--- src/rtl/fp_pkg.sv ---
// Shared floating-point definitions: rounding-mode encoding and default field sizes.
// Imported by the normalise/round/pack pipeline and its rounding unit.
package fp_pkg;

  localparam int DefExponentSize = 8;
  localparam int DefFractionSize = 23;

  typedef enum logic [1:0] {
    RM_RNE = 2'b00,
    RM_RTZ = 2'b01,
    RM_RUP = 2'b10,
    RM_RDN = 2'b11
  } roundMode_e;

endpackage

--- src/rtl/fp_round_unit.sv ---
// Combinational mantissa rounder: applies the rounding-mode increment and reports
// mantissa carry-out (renormalisation needed) and inexactness.
module fp_round_unit
  import fp_pkg::*;
#(
  parameter int MantissaSize = DefFractionSize + 1
) (
  input  logic [MantissaSize-1:0] Mantissa,
  input  logic                    Guard,
  input  logic                    RoundBit,
  input  logic                    Sticky,
  input  logic                    Sign,
  input  roundMode_e              RoundMode,
  output logic [MantissaSize-1:0] RoundedMantissa,
  output logic                    CarryOut,
  output logic                    Inexact
);

  logic                  anyLost;
  logic                  increment;
  logic [MantissaSize:0] sum;

  // NOTE: every signal gets a default before the case so no path leaves it unassigned (no latch).
  always_comb begin
    anyLost   = Guard | RoundBit | Sticky;
    increment = 1'b0;
    case (RoundMode)
      RM_RNE:  increment = Guard & (Mantissa[0] | RoundBit | Sticky);
      RM_RTZ:  increment = 1'b0;
      RM_RUP:  increment = ~Sign & anyLost;
      RM_RDN:  increment = Sign & anyLost;
      default: increment = 1'b0;
    endcase

    sum      = {1'b0, Mantissa} + {{MantissaSize{1'b0}}, increment};
    CarryOut = sum[MantissaSize];
    // An all-ones mantissa rounding up becomes 1.000...; the exponent absorbs the carry.
    RoundedMantissa = CarryOut ? {1'b1, {(MantissaSize-1){1'b0}}} : sum[MantissaSize-1:0];
    Inexact         = anyLost;
  end

endmodule

--- src/rtl/fp_norm_round_pipe.sv ---
// Two-stage normalise/round/pack stage shared by the add/sub and multiply datapaths.
// Stage 1 selects and normalises the raw mantissa; stage 2 rounds, saturates and packs.
module fp_norm_round_pipe
  import fp_pkg::*;
#(
  parameter int ExponentSize = DefExponentSize,
  parameter int FractionSize = DefFractionSize
) (
  input  logic                               Clk,
  input  logic                               Rst_n,
  input  logic                               InValid,
  output logic                               InReady,
  input  logic                               MULorADD,
  input  logic                               Sign,
  input  logic [1:0]                         RoundMode,
  input  logic [ExponentSize-1:0]            ExponentBase,
  input  logic                               EffCarry,
  input  logic [FractionSize+3:0]            AdderResult,
  input  logic [$clog2(FractionSize+4)-1:0]  NormShifts,
  input  logic [2*FractionSize+1:0]          MULResult,
  output logic                               OutValid,
  input  logic                               OutReady,
  output logic [ExponentSize+FractionSize:0] Result,
  output logic                               Overflow,
  output logic                               Underflow,
  output logic                               Inexact
);

  localparam int MantissaSize = FractionSize + 1;
  localparam int RoundingSize = MantissaSize + 3;
  localparam int DataSize     = 1 + ExponentSize + FractionSize;
  localparam int ExpWide      = ExponentSize + 2;
  localparam int ProdTop      = 2 * MantissaSize - 1;

  localparam logic signed [ExpWide-1:0] ExpOverflow = ExpWide'((1 << ExponentSize) - 1);
  localparam logic signed [ExpWide-1:0] ExpZero     = '0;

  typedef struct packed {
    logic                    sign;
    roundMode_e              mode;
    logic                    zero;
    logic [ExpWide-1:0]      exp;
    logic [RoundingSize-1:0] bits;   // {hidden, fraction, G, R, S}
  } stage1_t;

  stage1_t s1Next, s1Q;
  logic    s1Valid, s2Valid;
  logic    s2Ready, s1Advance, inFire;
  logic [ExpWide-1:0] expDelta;

  assign s2Ready   = ~s2Valid | OutReady;
  assign s1Advance = s1Valid & s2Ready;
  assign InReady   = ~s1Valid | s2Ready;
  assign inFire    = InValid & InReady;
  assign OutValid  = s2Valid;

  // Stage 1: pick the mantissa source and align it to {hidden, fraction, G, R, S}.
  always_comb begin
    expDelta    = '0;
    s1Next.bits = '0;
    s1Next.zero = 1'b0;
    if (MULorADD) begin
      if (MULResult[ProdTop]) begin
        s1Next.bits = {MULResult[ProdTop -: MantissaSize+2], |MULResult[MantissaSize-3:0]};
      end else begin
        s1Next.bits = {MULResult[ProdTop-1 -: MantissaSize+2], |MULResult[MantissaSize-4:0]};
      end
      expDelta = ExpWide'(MULResult[ProdTop]);
    end else if (EffCarry) begin
      s1Next.bits = {1'b1, AdderResult[RoundingSize-1:2], AdderResult[1] | AdderResult[0]};
      expDelta    = ExpWide'(1);
    end else begin
      s1Next.bits = AdderResult << NormShifts;
      expDelta    = -(ExpWide'(NormShifts));
      s1Next.zero = (AdderResult == '0);
    end
    // Two guard bits above the exponent field keep +1 overflow and negative results unwrapped.
    s1Next.exp  = ExpWide'(ExponentBase) + expDelta;
    s1Next.sign = Sign;
    s1Next.mode = roundMode_e'(RoundMode);
  end

  // NOTE: the stage-1 payload has no reset; s1Valid alone qualifies it.
  always_ff @(posedge Clk) begin
    if (inFire) s1Q <= s1Next;
  end

  // Stage 2: round, renormalise on carry, saturate and pack.
  logic [MantissaSize-1:0] roundedMant;
  logic                    roundCarry;
  logic                    roundInexact;
  logic signed [ExpWide-1:0] expFinal;
  logic                    toInfinity;
  logic [DataSize-1:0]     resultNext;
  logic                    overflowNext, underflowNext, inexactNext;
  logic                    unusedHidden;

  fp_round_unit #(
    .MantissaSize(MantissaSize)
  ) uRound (
    .Mantissa       (s1Q.bits[RoundingSize-1:3]),
    .Guard          (s1Q.bits[2]),
    .RoundBit       (s1Q.bits[1]),
    .Sticky         (s1Q.bits[0]),
    .Sign           (s1Q.sign),
    .RoundMode      (s1Q.mode),
    .RoundedMantissa(roundedMant),
    .CarryOut       (roundCarry),
    .Inexact        (roundInexact)
  );

  assign expFinal     = $signed(s1Q.exp + ExpWide'(roundCarry));
  assign unusedHidden = roundedMant[MantissaSize-1];
  assign toInfinity   = (s1Q.mode == RM_RNE) ||
                        (s1Q.mode == RM_RUP && !s1Q.sign) ||
                        (s1Q.mode == RM_RDN && s1Q.sign);

  always_comb begin
    resultNext    = {s1Q.sign, expFinal[ExponentSize-1:0], roundedMant[FractionSize-1:0]};
    overflowNext  = 1'b0;
    underflowNext = 1'b0;
    inexactNext   = roundInexact;
    if (s1Q.zero) begin
      resultNext  = {s1Q.sign, {(DataSize-1){1'b0}}};
      inexactNext = 1'b0;
    end else if (expFinal >= ExpOverflow) begin
      overflowNext = 1'b1;
      inexactNext  = 1'b1;
      // Modes that round away from zero in this direction saturate to infinity, others to max-finite.
      resultNext = toInfinity ?
                   {s1Q.sign, {ExponentSize{1'b1}}, {FractionSize{1'b0}}} :
                   {s1Q.sign, {(ExponentSize-1){1'b1}}, 1'b0, {FractionSize{1'b1}}};
    end else if (expFinal <= ExpZero) begin
      underflowNext = 1'b1;
      inexactNext   = 1'b1;
      resultNext    = {s1Q.sign, {(DataSize-1){1'b0}}};
    end
  end

  // NOTE: registers update with <= so every stage samples its neighbour's pre-edge value.
  always_ff @(posedge Clk or negedge Rst_n) begin
    if (!Rst_n) begin
      s1Valid   <= 1'b0;
      s2Valid   <= 1'b0;
      Result    <= '0;
      Overflow  <= 1'b0;
      Underflow <= 1'b0;
      Inexact   <= 1'b0;
    end else begin
      if (InReady) s1Valid <= InValid;
      if (s2Ready) s2Valid <= s1Valid;
      if (s1Advance) begin
        Result    <= resultNext;
        Overflow  <= overflowNext;
        Underflow <= underflowNext;
        Inexact   <= inexactNext;
      end
    end
  end

endmodule

--- config.mk ---
export PLATFORM = sky130hd
export DESIGN_NAME = fp_norm_round_pipe
export DESIGN_NICKNAME = d
export VERILOG_FILES = /design/src/rtl/fp_pkg.sv /design/src/rtl/fp_round_unit.sv /design/src/rtl/fp_norm_round_pipe.sv
export SDC_FILE = /design/constraint.sdc
export NUM_CORES = 1
export LEC_CHECK = 0
export BUFFER_PORTS_ARGS = -buffer_cell sky130_fd_sc_hd__clkbuf_2
export CELL_PAD_IN_SITES_DETAIL_PLACEMENT = 0
export CELL_PAD_IN_SITES_GLOBAL_PLACEMENT = 1
export CORE_ASPECT_RATIO = 1.75
export CORE_MARGIN = 1
export CORE_UTILIZATION = 25
export CTS_CLUSTER_DIAMETER = 120
export DETAILED_ROUTE_END_ITERATION = 10
export HOLD_SLACK_MARGIN = 0.03
export PLACE_DENSITY_LB_ADDON = 0.1
export SLEW_MARGIN = 5
export SYNTH_ARGS = -nofsm -noshare
export SYNTH_HDL_FRONTEND = slang
export SYNTH_SLANG_ARGS = --single-unit
export TNS_END_PERCENT = 20
--- constraint.sdc ---
create_clock -name Clk -period 5 [get_ports Clk]
set_input_delay 0.75 -clock Clk [delete_from_list [all_inputs] [get_ports Clk]]
set_output_delay 0.75 -clock Clk [all_outputs]
set_load 0.02 [all_outputs]
After elaboration in Yosys (flattened, before gate mapping)
Index checks and enable logic that the tools add are counted.

word-level totals
  register bits after elaboration = 78
  latch bits = 0
  bits in writable memories = 0
  bits in read-only memories = 0
  bits of input ports = 97
  output and inout bits = 37
  memories kept = 0

cells by class
  add/subtract/negate cells = 4
  multipliers = 0
  divide/modulo/power cells = 0
  $lt $le $gt $ge = 2
  eq/ne operators = 3
  shifts and indexed selects = 1
  muxes and demuxes = 19
  bitwise gates (word level) = 15
  reduce and logical (&&, ||, !) cells = 10

operator list
  kind                 number
  $mux 31              3
  $mux 27              3
  $logic_not 27->1     1
  $shl 27x5->27        1
  $add 24x1->25        1
  $mux 24              1
  $mux 23              1
  $reduce_or 22->1     1
  $reduce_or 21->1     1
  $mux 10              2
  $add 10x1->10        1
  $add 8x10->10        1
  $ge 10x9->1 const B  1
  $le 10x1->1 const B  1
  $neg 5->10           1
  $mux 1               8
  $or 1x1->1           7
  $and 1x1->1          5
  $eq 2x2->1 const B   2
  $pmux 1 s4           1
  $not 1->1            3
  $eq 2x1->1 const B   1
  $logic_and 1x1->1    2
  $logic_not 2->1      1
  other kinds (3)      4

Depth between registers and ports, before layout
Gate-level depths: netlist (run 1).

  word-level depth = 10
  mapped depth = 20

Hierarchy
From an unflattened synthesis (run 1), not the netlist that was laid out.

unflattened totals
  cell total of the unflattened synthesis = 699
  area total of the unflattened synthesis = 6595.1 µm²

by module, submodules not included
  module              times used  cells each  area an instance (µm²)  seq. area each (µm²)
  fp_norm_round_pipe  1           584         5840.6                  2157.1
  fp_round_unit       1           115         754.5                   0.0

Worst setup path after synthesis (run 1)
No wires, ideal clock.

  path kind = flip-flop to flip-flop
  start = register s1Q[39] (netlist bit)
  end = register Result[23]
  library setup time = 0.069 ns
  arrival = 3.998 ns
  slack = 0.933 ns
  cell stages (with the launch flop) = 20
  period minus slack after synthesis = 4.067 ns
  cells stage by stage = edfxtp_1 -> and2_1 -> ha_1 -> inv_1 -> a31o_2 -> ha_1 -> ha_1 -> and2_1 -> and4_4 -> and4_4 -> buf_6 -> ha_1 -> ha_1 -> and3_1 -> nand3_1 -> xor2_1 -> a31o_1 -> buf_6 -> or4_1 -> nand3_1

on the way
  word-level cells in the longest chain between the ends = 8
  elaborated cells on any way between the ends = 17
  those cells by class = 2 x add/sub; 2 x order compare; 3 x eq/ne; 5 x mux; 5 x reduce/logical

ends and longest elaborated chain
  what                                      RTL line                                        source
  start: declaration                        fp_norm_round_pipe.sv:46                        stage1_t s1Next, s1Q;
  start signal: assignment                  fp_norm_round_pipe.sv:85                        if (inFire) s1Q <= s1Next;
  $eq 2x2->1, or another cell as far along  fp_round_unit.sv:27, fp_norm_round_pipe.sv:116
  $pmux 1 s4                                fp_round_unit.sv:27                             case (RoundMode)
  $add 24x1->25                             fp_round_unit.sv:35                             sum = {1'b0, Mantissa} + {{MantissaSize{1'b0}}, increment};
  $add 10x1->10                             fp_norm_round_pipe.sv:112                       assign expFinal = $signed(s1Q.exp + ExpWide'(roundCarry));
  $le 10x1->1                               fp_norm_round_pipe.sv:133                       end else if (expFinal <= ExpZero) begin
  $mux 31                                   fp_norm_round_pipe.sv:133
  $mux 31 *                                 fp_norm_round_pipe.sv:126                       end else if (expFinal >= ExpOverflow) begin
  $mux 31 *                                 fp_norm_round_pipe.sv:123                       if (s1Q.zero) begin
  end signal: assignment                    fp_norm_round_pipe.sv:153                       Result <= resultNext;
  end: declaration                          fp_norm_round_pipe.sv:23                        output logic [ExponentSize+FractionSize:0] Result,

Mark *: on every way between the ends. The rest lies on a longest branch, timed or not.
A chain may end at the register's enable or synchronous reset.

Final worst setup path (run 1)
  start = register s1Q[39] (netlist bit)
  end = register Result[4]

The elaborated chain is that of the path after synthesis.

==> metrics.md, run 1 <==
| Metric | Value |
|---|---|
| CP Capture Point | Result[4] |
| GR Util met3 | about 1.9% |
| Worst Tran Pin Value | between 0.9 and 1 ns |
| Root Buffer | clkbuf_16 |
| Top Ports | 134 |
| FF-to-FF path depth | 17 |
| Max Cap Viol | 0 |
| H-Tree Depth | 3 |
| Drt first-iter violations | between 200 and 300 |
| Tcrit/Tclk final | between 80% and 90% |
| Site row count | 76 |
| Critical path origin | s1Q[39] |
| WL per Instance | 20.7 um |
| N_diodes | 0 |
| Fill count | 2613 |
| R2R Path End | Result[4] |
| Area after DPL | approximately 7100 sq um |
| CTS clock-pin slew for the worst setup and hold paths | approximately 0.06 ns |
| CTS buffer count | 9 |
| Mapped Cells | 627 |
| Routed Antenna Nets | 0 |
| Drt drc | 0 |
| Leakage | around 3.1 nW |
| Startpoint Class | flop |
| Synth Area per Inst | 10.0 sq um |
| CTS tree | yes |
| Hold_ws | roughly 0.48 ns |
| Worst path required time | around 5.3 ns |
| Post-synthesis cell area | ~6300 sq um |
| Area Overhead vs Synth | 18.2% |
| Outcome | finished clean |
| Die height | 211 um |
| Gr ovfl total | 0 |
| Primary FF master, synth | edfxtp_1 |
| WP data arrival | ~4.8 ns |
| Die Span X | around 120 um |
| Met2 Usage GRT | a little under a third |
| Setup Skew | about 0.0066 ns |
| Total GRT Usage | 17.4% |
| Die area | 25700 sq um |
| Syn_nets | between 700 and 800 |
| Crit. End Element | flop |
| Max Slew Vio Count | 0 |
| YS warnings | 0 |
| First-pass GRT wire length | 33200 um |
| Synth top area cells | edfxtp_1 (20%), dfrtp_1 (15%), mux4_2 (6.1%), mux2_2 (5.0%), mux2i_1 (3.5%) |
| Crit path kind | flop to flop |
| Peak fanout along the critical path | 23 |
| Most instantiated cells after synthesis | nand2_1 (58), edfxtp_1 (41), o21ai_0 (41), dfrtp_1 (37) |
| Hold Fails Final Rpt | 0 |
| Pre-antenna DRT Iters | 7 |
| Largest area contributor in the netlist | edfxtp_1 |
| Initial antenna violation count | 0 |
| Total routed wirelength | roughly 22000 um |
| Core ar. | 24600 sq um |
| Clock Latency Late Sink | about 0.34 ns |
| Synth async-reset ratio | 47.4% |
| HP Class | flop to flop |
| Dpl hpwl | around 18000 um |
| Unique masters post-synth | 66 |
| Largest net degree at the start of global routing | between 40 and 50 |
| Via Count | around 5400 |
| Worst r2r src | s1Q[39] |
| P per Cell Area | roughly 290 nW/um^2 |
| Vias in the first global route | around 5500 |
| Layer with the highest usage | met2 |
| F_max | around 220 MHz |
| RSZ-0062 raised after global routing | no |
| Post-CTS Hold Buffers | 0 |
| IO buf count | 133 |
| Sequential cell area | ~2200 sq um |
| #FFs+latches synth | 78 |
| Via density | 5.11 |
| Max transition margin | between 30% and 40% |
| Fin nets | between 800 and 900 |
| Count leader, synth | nand2_1 |
| Synth top area share | 19.6% |
| Setup TNS | 0 ns |
| EDFF count, synth | just over 40 |
| Met1 Use GR | 18.9% |
| Reg2reg setup slack | between 0.5 and 0.6 ns |
| Share of layout cells above drive strength 1 | slightly below 30% |
| Final min period | about 4.5 ns |
| Initial Util | 25.4% |
| Setup violators final | 0 |
| VDD IR-drop max | 0.000129 V |
| Max Root-Sink Buffers | 2 |
| Register area share after synthesis | about a third |
| Final instance area | 7410 sq um |
| GPL Wtd Cong | approximately 0.86 |
| Footprint of the multi-input gates | 3750 sq um |
| CTS sink count | 78 |
==> state kept, by name (all words and copies together) (netlist names) <==
signal,count
s1Valid,1
OutValid,1
Result,32
Inexact,1
Underflow,1
Overflow,1
s1Q,41
==> worst max-delay path, stage by stage (launching register included) <==
cell and delay (ns):
edfxtp_1 0.42, and2_1 0.16, ha_1 0.26, inv_1 0.05
a31o_2 0.14, ha_1 0.27, ha_1 0.30, and2_1 0.24
and4_4 0.26, and4_4 0.23, ha_1 0.22, ha_1 0.28
nand3_1 0.14, nor2_2 0.15, xor2_2 0.12, o21bai_1 0.21
o21a_1 0.71, a22o_1 0.23
==> timing repair <==
action,4_1_cts,5_1_grt
resized for setup,0,1
endpoints found under the hold margin,0,0
buffers inserted,0,0
endpoints found under the setup margin,0,26
==> logic make-up after synthesis <==
kind of cell | Yosys count | synth area share (%)
compound gates | 167 | 18.3
xor+xnor | 40 | 5.83
fa+ha+maj | 16 | 3.31
buf+inv | 66 | 5.85
flops | 78 | 34.4
mux | 72 | 16.7
simple gates | 188 | 15.6
==> report_power, final <==
part | total [W] | internal, W | switching (W)
Clock | 0.000684 | 0.000430 | 0.000254
Sequential | 0.000835 | 0.000770 | 0.0000650
Combinational | 0.000595 | 0.000239 | 0.000356
Total | 0.00211 | 0.00144 | 0.000675
==> how the worst min path moves through the flow <==
stage / depth (start not counted) / end / start / slack [ns]
after floorplan: 0 / Inexact / Rst_n / 0.45
after global placement: 2 / Overflow / Overflow / 0.47
after detailed placement: 2 / Result[26] / Result[26] / 0.47
after CTS: 2 / Result[26] / Result[26] / 0.48
after global routing: 1 / Underflow / Underflow / 0.52
final: 2 / Overflow / Overflow / 0.48
==> cell type report <==
cell class	instances	area share, %
Inverter	18	0.912
Timing Repair Buffer	142	9.90
Sequential cell	78	29.1
Clock buffer	13	3.66
Multi-Input combinational cell	483	50.6
Clock inverter	3	0.574
Tap cell	312	5.27
==> metal layers <==
layer | vias up | wire (um)
li1 | 2608 | -
met1 | 2571 | 8400
met2 | 138 | 11400
met3 | 43 | 620
met4 | 0 | 1290
met5 | - | 0
==> placed cells by master (no fill, tap or decap), drive strengths merged, types with 11 or more instances in the layout <==
cell      n
a21oi    25
a22o     25
a22oi    15
clkbuf  146
dfrtp    37
edfxtp   41
ha       15
inv      18
mux2     28
mux2i    22
mux4     22
nand2    58
nand3    17
nand4    12
nor2     30
nor3     13
nor4     11
o21ai    42
o31ai    24
xnor2    14
xor2     26
==> through the flow <==
stage	total power, W	setup slack, ns	utilization (%)	cells
2_1_floorplan	0.00122	0.933	-	627
3_3_place_gp	0.00145	0.302	28.8	1033
3_5_place_dp	0.00145	0.189	28.8	1033
4_1_cts	0.00214	0.179	30.1	1049
5_1_grt	0.00222	0.0715	30.1	1049
6_report	0.00211	0.516	30.1	1049
No activity file was read; power rests on OpenSTA's default activity.
==> inputs of run 2 (changes only) <==
--- a/config.mk
+++ b/config.mk
@@ -5,6 +5,7 @@
 export SDC_FILE = /design/constraint.sdc
 export NUM_CORES = 1
 export LEC_CHECK = 0
+export ABC_AREA = 1
 export BUFFER_PORTS_ARGS = -buffer_cell sky130_fd_sc_hd__clkbuf_2
 export CELL_PAD_IN_SITES_DETAIL_PLACEMENT = 0
 export CELL_PAD_IN_SITES_GLOBAL_PLACEMENT = 1
==> run 2 against run 1 <==
Effect of this change:
- the run now ends with design-rule violations left
- synthesized area up 5.7%
- synthesized cell count grew 56%
- fmax increased by 2.0%
- power increased by 9.8%
- cell area is 5.9% higher
- count of clock-buffer cells in the layout did not move
==> metrics.md, run 2 <==
| Metric | Value |
|---|---|
| Layout Utilization | 30.2% (+0.15 points) |
| CTS sink count | 78 (unchanged) |
| Dpl hpwl | 21000 um (+18%) |
| Initial antenna violation count | 0 (unchanged) |
| Tcrit/Tclk final | 87.9% (-1.8 points) |
| Via Count | 6866 (+28%) |
| #FFs+latches synth | 78 (unchanged) |
| F_max | 228 MHz (+2.0%) |
| Reg with most FFs | s1Q |
| CP dominant cell by count | nand2_1 |
| Max transition margin | 35.0% (+0.46 points) |
| Hold Fails Final Rpt | 0 (unchanged) |
| Max FFs per register | 41 (unchanged) |
| Non-Filler Instances | 1413 (+35%) |
| Synth async-reset ratio | 47.4% (unchanged) |
| Area Overhead vs Synth | 18.5% |
| H-Tree Depth | 3 (unchanged) |
| CTS buffer count | 9 (unchanged) |
| Most frequent cells in the layout | nand2_1 (297), clkbuf_2 (133), nand3_1 (101), nor2_1 (95), o21ai_0 (81) |
| Mapped Cells | 977 (+56%) |
| Die Span X | 125 um (+2.8%) |
| IO buf count | 133 (unchanged) |
| Max Root-Sink Buffers | 2 (unchanged) |
| Worst r2r src | s1Q[39] |
| Worst path required time | 5.24 ns (-0.04 ns) |
| Die area | 27200 sq um (+5.6%) |
| Root Buffer | clkbuf_16 |
| Post-CTS Setup Bufs | 0 (unchanged) |
| FF-to-FF path depth | 27 (+10) |
| Setup Skew | 0.00534 ns (-0.00131 ns) |
| Primary FF master, synth | edfxtp_1 |
| EDFF count, synth | 41 (unchanged) |
| Reg2reg setup slack | 0.60 ns (+0.09 ns) |
| Max Slew Vio Count | 0 (unchanged) |
| Max stage delay on crit path | 0.43 ns (-0.28 ns) |
| Site row count | 78 (+2.6%) |
| Leakage | 3.77 nW (+22%) |
| Most common cell after layout, fill and taps aside | nand2_1 |
| Core ar. | 26000 sq um (+5.4%) |
| Fin nets | 1201 (+42%) |
| CTS clock-pin slew for the worst setup and hold paths | 0.06 ns (about the same) |
| Largest area contributor in the netlist | edfxtp_1 |
| Setup TNS | 0 ns (unchanged) |
| VDD IR-drop max | 0.000160 V (+24%) |
| Worst Tran Pin Value | 0.976 ns (-0.00244 ns) |
| Count leader, synth | nand2_1 |
| Hold Crit Endpoint | Result[1] |
| Worst Hold Launch | Result[1] |
| HP Class | flop to flop |
| Post-synthesis cell area | 6620 sq um (+5.7%) |
| Routed Antenna Nets | 0 (unchanged) |
| Violations in the final reports | design-rule violations |
| First-pass GRT wire length | 39200 um (+18%) |
| Total power | 0.00232 W (+9.8%) |
| Top Ports | 134 (unchanged) |
| Synth top area share | 18.6% (-1.1 points) |
| Area after DPL | 7500 sq um (+5.7%) |
| Final instance area | 7850 sq um (+5.9%) |
| Peak fanout along the critical path | 23 (unchanged) |
| Final min period | 4.40 ns (-0.0881 ns) |
| Pre-antenna DRT Iters | 8 (+1) |
| Register area share after synthesis | 32.6% (-1.9 points) |
| Total GRT Usage | 19.1% (+1.7 points) |
| Setup violators final | 0 (unchanged) |
| Largest net degree at the start of global routing | 42 (-8.7%) |
| Total routed wirelength | 25300 um (+16%) |
| Synth Area per Inst | 6.78 sq um (-32%) |
| Max Cap Viol | 0 (unchanged) |
| Startpoint Class | flop |
| Clock Latency Late Sink | 0.35 ns (about the same) |
| P per Cell Area | 296 nW/um^2 (+3.7%) |
| Drt drc | 17 (+17) |
| N_diodes | 0 (unchanged) |
| Dpl cells | 1396 (+35%) |
| Vias in the first global route | 7032 (+27%) |
| CTS tree | yes |
| Post-CTS Hold Buffers | 0 (unchanged) |
| YS warnings | 0 (unchanged) |
| Via density | 4.86 (-4.9%) |
| Largest regs | s1Q (41), Result (32) |
| Share of layout cells above drive strength 1 | 18.1% (-11 points) |
| Hold Crit Depth | 2 (unchanged) |
| Gr ovfl total | 0 (unchanged) |
| Syn_nets | 1090 (+47%) |
| Synth top area cells | edfxtp_1 (19%), nand2_1 (17%), dfrtp_1 (14%), nand3_1 (7.6%), o21ai_0 (6.1%) |
| RSZ-0062 raised after global routing | no |
| Crit. End Element | flop |
| Drt first-iter violations | 420 (+62%) |
| Initial Util | 25.5% (+0.069 points) |
| Most instantiated cells after synthesis | nand2_1 (297), nand3_1 (101), nor2_1 (96), o21ai_0 (81), inv_1 (79) |
| Crit path kind | flop to flop |
| Unique masters post-synth | 51 (-23%) |
| Slowest-stage cell, CP | edfxtp_1 |
| WP data arrival | 4.64 ns (-0.12 ns) |
| Die height | 217 um (+2.8%) |
| Outcome | finished, violations left |
| GPL Wtd Cong | 0.861 (-0.10%) |
| WL per Instance | 17.9 um (-14%) |
| R2R Path End | Result[9] |
-- run 2: cell types whose count changed in the layout (fill, tap and decap cells not counted), sizes merged, moves of 27 or more --
cell   delta
inv      +62
nand2   +251
mux2     -27
o21ai    +43
nand3    +87
nor2     +74
-- run 2: cell families after synthesis --
| kind of cell | synth area share (%) |
|---|---|
| xor gates and xnor gates | 3.17 |
| DFF | 32.6 |
| muxes | 0.774 |
| and+or+nand+nor | 37.5 |
| adders and majority gates | 3.14 |
| buffers and inverters | 8.92 |
| AOI/OAI and AO/OA | 13.9 |
-- run 2: worst max-delay path by stage --
stage,from,to,slack [ns],depth (start not counted)
floorplan,s1Q[39],Result[0],1.27,27
global placement,s1Q[39],Result[8],0.42,26
detailed placement,s1Q[39],Result[1],0.32,26
CTS,s1Q[39],Result[1],0.32,26
global route,s1Q[39],Result[9],0.03,27
finish,s1Q[39],Result[9],0.60,27
-- run 2: power by group --
group,internal [W],switching [W]
sequential,0.000805,0.0000753
clock,0.000429,0.000252
combinational,0.000247,0.000512
-- run 2: layer usage --
layer	vias to the layer above	part of all wire, %	wire [um]	global-route usage, %
li1	3484	-	-	-
met1	3170	36	9160	18.8
met2	159	56	14200	37.5
met3	53	2.9	725	2.19
met4	0	5.0	1260	11.9
met5	-	0	0	0
-- run 2: metrics by stage --
step,setup slack [ns],hold WS (ns)
floorplan,1.27,0.454
global placement,0.420,0.467
detailed placement,0.322,0.465
CTS,0.319,0.482
global route,0.0266,0.499
finish,0.605,0.478
-- run 2: timing repair --
| action | in CTS | in global routing |
|---|---|---|
| endpoints found under the hold margin | 0 | 0 |
| endpoints found under the setup margin | 0 | 24 |
| gates resized for setup | 0 | 5 |
-- run 2: critical path: cells and delay by family (launching register included) --
kind                     cells  cell delay, ns
flip-flops                   1            0.43
adder cells (fa/ha/maj)      5            1.20
AO/OA/AOI/OAI                1            0.14
AND/OR/NAND/NOR             18            2.18
buffers and inverters        3            0.29
-- run 2: area by class of cell --
| cell class | count | area (sq um) |
|---|---|---|
| multi-input combinational | 772 | 3920 |
| fill | 2974 | 18100 |
| tap | 320 | 400 |
| inverter | 83 | 317 |
| timing repair buffer | 144 | 748 |
| clock buffer | 13 | 272 |
| sequential | 78 | 2160 |
| clock inverter | 3 | 40.0 |
==> inputs of run 3 (changes only) <==
--- a/config.mk
+++ b/config.mk
@@ -5,7 +5,7 @@
 export SDC_FILE = /design/constraint.sdc
 export NUM_CORES = 1
 export LEC_CHECK = 0
-export ABC_AREA = 1
+export ABC_AREA = 0
 export BUFFER_PORTS_ARGS = -buffer_cell sky130_fd_sc_hd__clkbuf_2
 export CELL_PAD_IN_SITES_DETAIL_PLACEMENT = 0
 export CELL_PAD_IN_SITES_GLOBAL_PLACEMENT = 1
==> constraint.sdc (replaced) <==
create_clock -name Clk -period 3.6 [get_ports Clk]
set_input_delay 0.54 -clock Clk [delete_from_list [all_inputs] [get_ports Clk]]
set_output_delay 0.54 -clock Clk [all_outputs]
set_load 0.02 [all_outputs]
==> run 3 against run 2 <==
Effect of this change:
- the flow finishes with violations (negative setup slack)
- critical endpoint is now Result[23]
- final cell count decreased by 23%
- critical path type unchanged
- cell area increased by 2.0%
- fmax increased by 19%
- sequential power increased by 33%
- power increased by 27%
- clock power increased by 27%
- hold slack got worse by 0.15 ns
- register-to-register slack got worse by 0.71 ns
- global-route usage decreased by 1.4 points
==> metrics.md, run 3 (synthesized netlist as in run 1, its figures left out) <==
| Metric | Value |
|---|---|
| Outcome | finished, violations left |
| Violations in the final reports | negative setup slack |
| Crit. End Element | flop |
| H-Tree Depth | 3 (unchanged) |
| Setup Skew | 0.00620 ns (+0.000861 ns) |
| Leakage | 3.34 nW (-11%) |
| Via density | 5.13 (+5.5%) |
| Clock Latency Late Sink | 0.34 ns (about the same) |
| Worst r2r src | s1Q[38] |
| Most common cell after layout, fill and taps aside | clkbuf_2 |
| Initial antenna violation count | 0 (unchanged) |
| Fill count | 2572 (-14%) |
| Startpoint Class | flop |
| Max Cap Viol | 0 (unchanged) |
| Fin nets | 887 (-26%) |
| Core ar. | 24600 sq um (-5.1%) |
| Area Overhead vs Synth | 27.8% |
| Setup TNS | -0.652 ns (-0.652 ns) |
| Worst path required time | 3.87 ns (-1.37 ns) |
| Peak fanout along the critical path | 7 (-70%) |
| Routed Antenna Nets | 0 (unchanged) |
| N_diodes | 0 (unchanged) |
| Hold_ws | 0.331 ns (-0.147 ns) |
| Dpl hpwl | 18300 um (-13%) |
| Max FFs per register | 41 (unchanged) |
| First-pass GRT wire length | 33800 um (-14%) |
| IO buf count | 133 (unchanged) |
| Gr ovfl total | 0 (unchanged) |
| CTS buffer count | 9 (unchanged) |
| CTS tree | yes |
| Hold Fails Final Rpt | 0 (unchanged) |
| HP Class | input port to asynchronous set/reset pin |
| RSZ-0062 raised after global routing | yes |
| Share of layout cells above drive strength 1 | 36.5% (+18 points) |
| Site row count | 76 (-2.6%) |
| Most frequent cells in the layout | clkbuf_2 (133), nand2_1 (57), buf_4 (44), edfxtp_1 (41), o21ai_0 (39) |
| Total power | 0.00295 W (+27%) |
| Initial Util | 25.4% (-0.069 points) |
| Total GRT Usage | 17.7% (-1.4 points) |
| Drt drc | 0 (-17) |
| Reg with most FFs | s1Q |
| Worst slack, placed | -0.171 ns (-0.492 ns) |
| Slowest-stage cell, CP | or4_1 |
| Pre-antenna DRT Iters | 5 (-3) |
| Top Ports | 134 (unchanged) |
| Crit-path cells | and2_4 -> ha_4 -> inv_2 -> a31o_4 -> ha_4 -> ha_4 -> and2_4 -> and4_4 -> and4_4 -> ha_4 -> ha_4 -> and3_4 -> nand3_4 -> xor2_2 -> a31o_4 -> clkbuf_16 -> or4_1 -> nand3_1 |
| P per Cell Area | 368 nW/um^2 (+25%) |
| CTS clock-pin slew for the worst setup and hold paths | 0.06 ns (about the same) |
| Vias in the first global route | 5761 (-18%) |
| Total routed wirelength | 22700 um (-10%) |
| VDD IR-drop max | 0.000162 V (+1.1%) |
| GPL Wtd Cong | 0.866 (+0.57%) |
| Sequential cell area | 2160 sq um (unchanged) |
| Final min period | 3.71 ns (-0.687 ns) |
| Max Slew Vio Count | 0 (unchanged) |
| Max transition margin | 35.7% (+0.72 points) |
| Post-CTS Hold Buffers | 0 (unchanged) |
| CP dominant cell by count | ha_4 |
| Die height | 211 um (-2.7%) |
| Via Count | 5593 (-19%) |
| Largest net degree at the start of global routing | 42 (unchanged) |
| Largest regs | s1Q (41), Result (32) |
| Drt first-iter violations | 279 (-34%) |
| WP data arrival | 3.98 ns (-0.66 ns) |
| Setup violators final | 15 (+15) |
| Tcrit/Tclk final | 103% (+15 points) |
| Max stage delay on crit path | 0.41 ns (-0.02 ns) |
| Worst Tran Pin Value | 0.965 ns (-0.0108 ns) |
| Critical path origin | s1Q[38] |
| Die area | 25700 sq um (-5.3%) |
| Die Span X | 122 um (-2.7%) |
| WL per Instance | 20.8 um (+16%) |
| CTS sink count | 78 (unchanged) |
| Root Buffer | clkbuf_16 |
| F_max | 270 MHz (+19%) |
| Max Root-Sink Buffers | 2 (unchanged) |
| PnR worst setup slack | -0.109 ns (-0.713 ns) |
| Crit path kind | flop to flop |
| Footprint of the multi-input gates | 3990 sq um (+1.9%) |
## run 3: cell count changes in the layout (fill, tap and decap cells not counted), moves of 18 or more
cell,delta
mux2i_1,+18
a22o_1,+25
buf_4,+33
nor2_1,-67
inv_1,-62
nand3_1,-86
nand2_1,-240
mux2_2,+27
o21ai_0,-42
## run 3: critical path, delay by kind of cell (launching register included)
kind | cells | cell delay, ns
and+or+nand+nor | 8 | 1.55
DFF | 1 | 0.38
xor gates and xnor gates | 1 | 0.21
AOI/OAI and AO/OA | 2 | 0.42
adders and majority gates | 5 | 0.84
buffers and inverters | 2 | 0.23
## run 3: path summary, 6_finish.rpt
check / cells after the start / endpoint / slack [ns]
worst min-delay path: 1 / Result[27] / 0.33
worst max-delay path: 18 / Result[23] / -0.11
worst min register to register: 2 / Result[27] / 0.48
max in group asynchronous: 1 / Result[5] / 2.68
min in group Clk: 1 / s1Q[40] / 0.40
worst max register to register: 18 / Result[23] / -0.11
## run 3: final cells by class
class / count / share of cell area, %
repair buffers: 184 / 14.0
well taps: 312 / 4.87
multi-input cells: 483 / 49.8
clock inverters: 6 / 0.656
inverters: 18 / 0.844
clock buffers: 10 / 2.86
flip-flops and latches: 78 / 26.9
## run 3: timing repair
action | CTS | global route
setup buffers | 0 | 8
setup endpoints to repair | 25 | 28
pin swaps | 0 | 31
resized for setup | 3 | 34
cloned | 0 | 3
## run 3: per-stage QoR
| stage | util [%] | std cells | area (sq um) |
|---|---|---|---|
| after global routing | 32.5 | 1091 | 8010 |
| after CTS | 31.3 | 1080 | 7710 |
| after floorplan | - | 627 | 6330 |
| final | 32.5 | 1091 | 8010 |
| after detailed placement | 30.1 | 1064 | 7410 |
| after global placement | 30.1 | 1064 | 7410 |
## run 3: where the power goes
| group | total [W] | switching, W | leakage, nW | internal, W |
|---|---|---|---|---|
| sequential | 0.00117 | 0.0000962 | 0.872 | 0.00107 |
| combinational | 0.000918 | 0.000522 | 2.34 | 0.000396 |
| clock | 0.000865 | 0.000338 | 0.133 | 0.000527 |
| total | 0.00295 | 0.000956 | 3.34 | 0.00199 |
## run 3: layer usage
layer	up-vias	GRT usage (%)	wire length (um)
li1	2698	-	-
met2	158	32.7	12400
met5	-	0	0
met1	2689	18.5	8350
met4	0	11.2	1270
met3	48	2.05	655
